## src/rtl/otter_lsu.sv

```systemverilog
// OTTER load/store unit: req/gnt/rvld bus handshake, byte-lane steering, load extension,
// misalignment rejection and WAIT timeout. Define OTTER_LSU_MISALIGN_SPLIT_EN for two-beat misaligned accesses.
module otter_lsu #(
    parameter int TIMEOUT_CYCLES = 64,
    parameter int TMO_W          = 8
) (
    input  logic        clk,
    input  logic        rst,
    input  logic        req_vld,
    output logic        req_rdy,
    input  logic        req_we,
    input  logic [2:0]  req_funct3,
    input  logic [31:0] req_addr,
    input  logic [31:0] req_wdata,
    output logic        rsp_vld,
    output logic [31:0] rsp_rdata,
    output logic        rsp_err,
    output logic        rsp_misalign,
    output logic        bus_req,
    output logic        bus_we,
    output logic [31:0] bus_addr,
    output logic [31:0] bus_wdata,
    output logic [3:0]  bus_strb,
    input  logic        bus_gnt,
    input  logic        bus_rvld,
    input  logic [31:0] bus_rdata,
    input  logic        bus_err
);

    typedef enum logic [2:0] {
        S_IDLE = 3'd0,
        S_REQ  = 3'd1,
        S_WAIT = 3'd2,
        S_RESP = 3'd3
`ifdef OTTER_LSU_MISALIGN_SPLIT_EN
        , S_REQ2  = 3'd4
        , S_WAIT2 = 3'd5
`endif
    } state_t;

    localparam logic [TMO_W-1:0] TMO_LAST = TMO_W'((TIMEOUT_CYCLES > 0) ? TIMEOUT_CYCLES - 1 : 0);

    state_t            state_q, state_d;
    logic [TMO_W-1:0]  tmo_cnt;
    logic              tmo;
    logic              we_q;
    logic [2:0]        funct3_q;
    logic [1:0]        off_q;
    logic [31:0]       rsp_rdata_q;
    logic              rsp_err_q;

    // request decode
    logic [1:0]  off;
    logic [3:0]  mask4;
    logic        illegal;
    logic        reject_mis;
    logic [3:0]  strb_lo;
    logic [31:0] wdata_lo;
    logic [31:0] ld_d;

    assign off     = req_addr[1:0];
    assign mask4   = (req_funct3[1:0] == 2'b00) ? 4'b0001 :
                     (req_funct3[1:0] == 2'b01) ? 4'b0011 : 4'b1111;
    assign illegal = req_we ? (req_funct3 >= 3'b011)
                            : ((req_funct3 == 3'b011) || (req_funct3[2:1] == 2'b11));

`ifdef OTTER_LSU_MISALIGN_SPLIT_EN
    logic [3:0]  strb_hi, strb_hi_q;
    logic [31:0] wdata_hi, wdata_hi_q, rd1_q;
    logic        cross_q;
    logic [31:0] ld_lo, ld_hi;

    assign reject_mis          = 1'b0;
    assign {strb_hi, strb_lo}   = {4'b0, mask4} << off;
    assign {wdata_hi, wdata_lo} = {32'b0, req_wdata} << {off, 3'b000};
    // beat 2 data lands above beat 1 so one shift covers both single- and two-beat loads
    assign ld_lo = (state_q == S_WAIT2) ? rd1_q : bus_rdata;
    assign ld_hi = (state_q == S_WAIT2) ? bus_rdata : 32'h0;
    assign ld_d  = 32'({ld_hi, ld_lo} >> {off_q, 3'b000});
    assign rsp_misalign = 1'b0;
`else
    logic rsp_mis_q;

    assign reject_mis = ((req_funct3[1:0] == 2'b01) && off[0]) ||
                        ((req_funct3[1:0] == 2'b10) && (off != 2'b00));
    assign strb_lo    = mask4 << off;
    assign wdata_lo   = req_wdata << {off, 3'b000};
    assign ld_d       = bus_rdata >> {off_q, 3'b000};
    assign rsp_misalign = rsp_mis_q;
`endif

    function automatic logic [31:0] ld_ext(input logic [2:0] f3, input logic [31:0] d);
        case (f3)
            3'b000:  ld_ext = {{24{d[7]}}, d[7:0]};
            3'b001:  ld_ext = {{16{d[15]}}, d[15:0]};
            3'b100:  ld_ext = {24'b0, d[7:0]};
            3'b101:  ld_ext = {16'b0, d[15:0]};
            default: ld_ext = d;
        endcase
    endfunction

    logic [31:0] final_rdata;
    assign final_rdata = (we_q || bus_err) ? 32'h0 : ld_ext(funct3_q, ld_d);
    assign tmo = (TIMEOUT_CYCLES != 0) && (tmo_cnt == TMO_LAST);

    // state register
    always_ff @(posedge clk) begin
        if (rst) state_q <= S_IDLE;
        else     state_q <= state_d;
    end

    // next state
    always_comb begin
        state_d = state_q;
        case (state_q)
            S_IDLE: if (req_vld) state_d = (illegal || reject_mis) ? S_RESP : S_REQ;
            S_REQ:  if (bus_gnt) state_d = S_WAIT;
            S_WAIT: begin
                if (bus_rvld) begin
`ifdef OTTER_LSU_MISALIGN_SPLIT_EN
                    state_d = (!bus_err && cross_q) ? S_REQ2 : S_RESP;
`else
                    state_d = S_RESP;
`endif
                end else if (tmo) begin
                    state_d = S_RESP;
                end
            end
`ifdef OTTER_LSU_MISALIGN_SPLIT_EN
            S_REQ2:  if (bus_gnt) state_d = S_WAIT2;
            S_WAIT2: if (bus_rvld || tmo) state_d = S_RESP;
`endif
            S_RESP:  state_d = S_IDLE;
            default: state_d = S_IDLE;
        endcase
    end

    // outputs
    always_comb begin
        req_rdy = (state_q == S_IDLE) && !rst;
        rsp_vld = (state_q == S_RESP);
`ifdef OTTER_LSU_MISALIGN_SPLIT_EN
        bus_req = (state_q == S_REQ) || (state_q == S_REQ2);
`else
        bus_req = (state_q == S_REQ);
`endif
    end

    assign rsp_rdata = rsp_rdata_q;
    assign rsp_err   = rsp_err_q;

    // counter only runs in the wait states, so it restarts for every beat
    always_ff @(posedge clk) begin
        if (rst)
            tmo_cnt <= '0;
`ifdef OTTER_LSU_MISALIGN_SPLIT_EN
        else if (state_q == S_WAIT || state_q == S_WAIT2)
`else
        else if (state_q == S_WAIT)
`endif
            tmo_cnt <= tmo_cnt + 1'b1;
        else
            tmo_cnt <= '0;
    end

    always_ff @(posedge clk) begin
        if (rst) begin
            we_q        <= 1'b0;
            funct3_q    <= 3'b0;
            off_q       <= 2'b0;
            rsp_rdata_q <= 32'h0;
            rsp_err_q   <= 1'b0;
            bus_we      <= 1'b0;
            bus_addr    <= 32'h0;
            bus_wdata   <= 32'h0;
            bus_strb    <= 4'h0;
`ifdef OTTER_LSU_MISALIGN_SPLIT_EN
            strb_hi_q   <= 4'h0;
            wdata_hi_q  <= 32'h0;
            rd1_q       <= 32'h0;
            cross_q     <= 1'b0;
`else
            rsp_mis_q   <= 1'b0;
`endif
        end else begin
            case (state_q)
                S_IDLE: if (req_vld) begin
                    we_q        <= req_we;
                    funct3_q    <= req_funct3;
                    off_q       <= off;
                    rsp_rdata_q <= 32'h0;
                    rsp_err_q   <= illegal;
                    bus_we      <= req_we;
                    bus_addr    <= {req_addr[31:2], 2'b00};
                    bus_strb    <= req_we ? strb_lo : 4'h0;
                    bus_wdata   <= req_we ? wdata_lo : 32'h0;
`ifdef OTTER_LSU_MISALIGN_SPLIT_EN
                    strb_hi_q   <= req_we ? strb_hi : 4'h0;
                    wdata_hi_q  <= req_we ? wdata_hi : 32'h0;
                    cross_q     <= |strb_hi;
`else
                    rsp_mis_q   <= !illegal && reject_mis;
`endif
                end
                S_WAIT: begin
                    if (bus_rvld) begin
`ifdef OTTER_LSU_MISALIGN_SPLIT_EN
                        if (!bus_err && cross_q) begin
                            rd1_q     <= bus_rdata;
                            bus_addr  <= bus_addr + 32'd4;
                            bus_strb  <= strb_hi_q;
                            bus_wdata <= wdata_hi_q;
                        end else
`endif
                        begin
                            rsp_err_q   <= bus_err;
                            rsp_rdata_q <= final_rdata;
                        end
                    end else if (tmo) begin
                        rsp_err_q <= 1'b1;
                    end
                end
`ifdef OTTER_LSU_MISALIGN_SPLIT_EN
                S_WAIT2: begin
                    if (bus_rvld) begin
                        rsp_err_q   <= bus_err;
                        rsp_rdata_q <= final_rdata;
                    end else if (tmo) begin
                        rsp_err_q <= 1'b1;
                    end
                end
`endif
                default: ;
            endcase
        end
    end

endmodule

```

## config.mk

```make
export PLATFORM = sky130hd
export DESIGN_NAME = otter_lsu
export DESIGN_NICKNAME = d
export VERILOG_FILES = /design/src/rtl/otter_lsu.sv
export SDC_FILE = /design/constraint.sdc
export NUM_CORES = 1
export LEC_CHECK = 0
export BUFFER_PORTS_ARGS = -buffer_cell sky130_fd_sc_hd__buf_2
export CORE_MARGIN = 4
export CORE_UTILIZATION = 30
export CTS_CLUSTER_SIZE = 20
export DETAILED_ROUTE_END_ITERATION = 6
export GPL_TIMING_DRIVEN = 0
export HOLD_SLACK_MARGIN = 0.08
export PLACE_DENSITY_LB_ADDON = 0.12
export SLEW_MARGIN = 30
export SYNTH_ARGS = -nofsm -noshare
export SYNTH_HDL_FRONTEND = slang
export SYNTH_SLANG_ARGS = --single-unit
```

## constraint.sdc

```tcl
create_clock -name clk -period 1.9 [get_ports clk]
set_input_delay 0 -clock clk [delete_from_list [all_inputs] [get_ports clk]]
set_output_delay 0 -clock clk [all_outputs]
set_load 0.02 [all_outputs]
```

==> results.tsv <==
stage	metric	value	unit
run_status	status	completed	
route	dr_wl_met3	1230	um
route	vias_per_cell	4.92	
logic_synthesis	synth_area	0.00518	mm2
pwr	irDropWorstVdd	578	uV
setup_path	r2r-end	rsp_rdata[31]	
sta	finalSetupViolCount	0	
sta	max_slew_margin	54.6	%
setup_path	r2r-start	off_q[0]	
sta	max_freq	0.541	GHz
setup_path	startpoint	off_q[0]	
setup_path	setup.worst_path.end	rsp_rdata[31]	
clock_tree	clkSlewWorstSetupHoldPaths	0.06	ns
floorplanning	die_w	139	um
setup_path	cp_num_buf_inv	2	
setup_path	max_stage_delay	0.51	ns
clock_tree	tritoncts	yes	
global_route	grt_max_degree	17	
logic_synthesis	synth_compound_area_share	19.9	%
floorplanning	die_h	139	um
logic_synthesis	synth_seq_area_share	44.8	%
job	cap_violations	0	
route	drt_pass1_iterations	6	
placed_design	port-buffer-count	207	
pwr	switching_share	31.2	%
floorplanning	core-area	0.0168	mm2
floorplanning	dieArea	0.0194	mm2
global_route	grt_use_total	18.8	%
pwr	combPwrFrac	29.6	%
sta	min_period	1.85	ns
pwr	p_per_area	1120	mW/mm2
sta	clock-skew-final	0.00582	ns
logic_synthesis	synthDistinctLibCells	47	
clock_tree	clk_latency	0.41	ns
layout	layoutNonFillerInstCount	1102	
pwr	total_power	9.35	mW
logic_synthesis	muxShareOfSynthArea	14.4	%
global_route	grt_pass1_wl	29500	um
logic_synthesis	synth_edf_count	0	
clock_tree	clockRootBuffer	clkbuf_16	
logic_synthesis	ys_dominant_reg_cell	dfxtp_1	
layout	nets	979	
logic_synthesis	synthCells	538	
setup_path	cp_data_required_time	2.25	ns
route	finalWirelength	18600	um
clock_tree	cts_htree_levels	4	
logic_synthesis	synth_most_common_cell	dfxtp_1	
setup_path	path_class	reg2reg	
layout	area_growth	61.1	%
pwr	power_frac_clock	40.0	%
placed_design	gp_congestion	0.862	
route	antenna_left	0	
logic_synthesis	synth_warnings	0	
route	num_vias	5417	
clock_tree	clockBufferDepth	2	
route	wl_met1	8020	um
floorplanning	initial_core_util	30.9	%
placed_design	dp.final_hpwl	13600	um
logic_synthesis	yosysTopAreaCell	dfxtp_1	
sta	worst_hold_slack	0.0784	ns
setup_path	critical-path-top-delay-family	multiplexers	
logic_synthesis	synth_area_leaders	dfxtp_1, mux4_2, nand2_1	
setup_path	path_depth	6	
logic_synthesis	async_reset_ff_share	0	%
sta	hold_viol	0	
logic_synthesis	yosys.area_share.simple	14.3	%
global_route	grt_pass1_vias	5709	
floorplanning	fp-row-count	47	
route	drtIter0Drc	261	
clock_tree	numCtsBuffers	17	
sta	fin_crit_sh	97.2	%
pwr	p_seq_share	30.4	%
sta	tns	0	ns
setup_path	cp-start-kind	register	
layout	drive_gt1_share	37.0	%
global_route	grt_overflow_total	0	
sta	tightest_slew	0.681	ns
floorplanning	io_pins	212	
pwr	power_switching	2.92	mW
layout	nFillCells	1575	
sta	drv_slew	0	
logic_synthesis	yosysTopAreaCellShare	44.8	%
logic_synthesis	avgSynthCellArea	9.63	um2
clock_tree	cts.sinks	116	
route	met2_length	9120	um
logic_synthesis	synth_common_cells	dfxtp_1, nand2_1, nor2_1, a21oi_1, a22oi_1	
placed_design	dp.cells	966	
sta	rsz0062_at_grt	yes	
worst_hold_path	min_from	bus_rdata[23]	
route	post-route-drc-count	0	
logic_synthesis	synthAdderAreaFrac	1.21	%
global_route	antenna_found_initial	1	
setup_path	crit_fanout	8	
pwr	internal_power	6.43	mW
route	dr.max_layer_used	met4	
setup_path	worstPathCellList	buf_6 -> mux2i_1 -> mux4_2 -> nor4_4 -> buf_4 -> a221o_1	
setup_path	r2r_cells	6	
setup_path	cp_slowest_cell	mux4_2	
pwr	leakage	3.65	nW
setup_path	end_kind	register	
logic_synthesis	synth_top_family_by_area	compound AO/OA/AOI/OAI gates	
setup_path	cp.arrival	2.19	ns
worst_hold_path	hp-class	in2reg	
logic_synthesis	ys_seq_elements	116	
setup_path	r2r_setup_slack	0.05	ns
logic_synthesis	synth-xor-area-share	1.18	%
route	detail_route.wl_per_cell	16.9	um
==> what timing repair did <==
action,in CTS,in global routing
endpoints found under the hold margin,93,0
setup buffers,6,6
pin swaps,2,3
hold buffers,92,0
resized for setup,20,21
setup endpoints to repair,81,87
gates cloned,0,1
==> worst min-delay path by stage <==
stage	to	slack (ns)	cells past startpoint
global route	rsp_rdata[2]	0.10	4
detailed placement	bus_addr[15]	0.25	3
CTS	rsp_rdata[2]	0.08	4
floorplan	funct3_q[2]	0.14	2
global placement	bus_addr[23]	0.24	3
finish	rsp_rdata[23]	0.08	4
==> power groups by stage <==
| stage | combinational [mW] | clock [mW] | sequential (mW) |
|---|---|---|---|
| after detailed placement | 2.42 | 0 | 2.89 |
| after floorplan | 1.37 | 0 | 3.12 |
| after global placement | 2.39 | 0 | 2.88 |
| final | 2.77 | 3.74 | 2.85 |
| after global routing | 3.04 | 3.92 | 2.88 |
| after CTS | 2.72 | 3.80 | 2.84 |
==> kinds of logic (layout without fill, tap and decap cells) <==
logic type,count (synthesis),after routing
AND/OR/NAND/NOR,164,164
AO/OA/AOI/OAI,145,145
flip-flops,116,116
multiplexers,51,51
buffers and inverters,49,391
XOR/XNOR,7,7
adder cells (fa/ha/maj),5,5
other,1,3
==> worst register-to-register path, delay by kind of cell (launching register included) <==
family / cells / cell delay [ns]
muxes: 2 / 0.66
buffers and inverters: 2 / 0.35
and+or+nand+nor: 1 / 0.35
DFF: 1 / 0.32
AOI/OAI and AO/OA: 1 / 0.12
==> cells in the final DEF, fill, tap and decap left out, types with 3 or more instances in the layout <==
cell           synthesis  final
o2bb2ai_1             16     16
nand3_1                7      6
a222oi_1               8      8
nor2_1                54     53
buf_4                  2     15
dfxtp_1              116    113
o21bai_1              10     10
clkbuf_8               0      4
a221o_1                8      8
buf_6                  2      4
a2bb2oi_1              8      8
mux2i_1               18     16
mux2_2                16     16
nand2_1               76     75
o21ai_0                4      4
dlygate4sd3_1          0     92
clkbuf_4               0      3
buf_2                  7    210
a21oi_1               49     49
bufinv_16              0      6
mux4_2                17     17
clkbuf_2               0      6
ha_1                   5      3
and2_1                 4      3
buf_1                  3      3
clkinvlp_4             0      3
xor2_1                 6      6
nor2b_1                4      4
clkbuf_1              31     20
nand2b_1               4      3
a22oi_1               32     32
clkbuf_16              0     17
and3_1                 3      3
==> state kept, by name, indices dropped and copies added, names as in the netlist, 2 cells and up <==
| register | cells |
|---|---|
| bus_addr | 30 |
| off_q | 2 |
| rsp_rdata | 32 |
| state_q | 2 |
| bus_strb | 4 |
| funct3_q | 3 |
| bus_wdata | 32 |
| tmo_cnt | 8 |
==> stage by stage <==
stage	utilization [%]	setup slack [ns]	area, um2
6_report	49.8	0.0531	8340
5_1_grt	49.8	-0.0275	8340
4_1_cts	49.3	-0.0116	8260
3_5_place_dp	38.9	-0.437	6530
3_3_place_gp	38.9	-0.416	6530
2_1_floorplan	-	0.0225	5220
==> layout make-up <==
class                      instances  area (um2)  share of cell area (%)
inverter                           4        15.0                   0.180
multi-input combinational        374        2730                    32.7
timing repair buffer             312        2070                    24.8
clock buffer                      20         467                    5.59
sequential                       116        2330                    27.9
clock inverter                    12         225                    2.70
buffer                            43         235                    2.82
antenna                            1        2.50                  0.0300
tap                              220         275                    3.30
==> routing by layer <==
| layer | up-vias | global-route usage (%) |
|---|---|---|
| met1 | 2604 | 22.6 |
| met3 | 20 | 5.52 |
| li1 | 2632 | - |
| met2 | 161 | 32.5 |
| met5 | - | 0 |
| met4 | 0 | 5.82 |
Note: power is estimated with default switching activity, not from simulation.
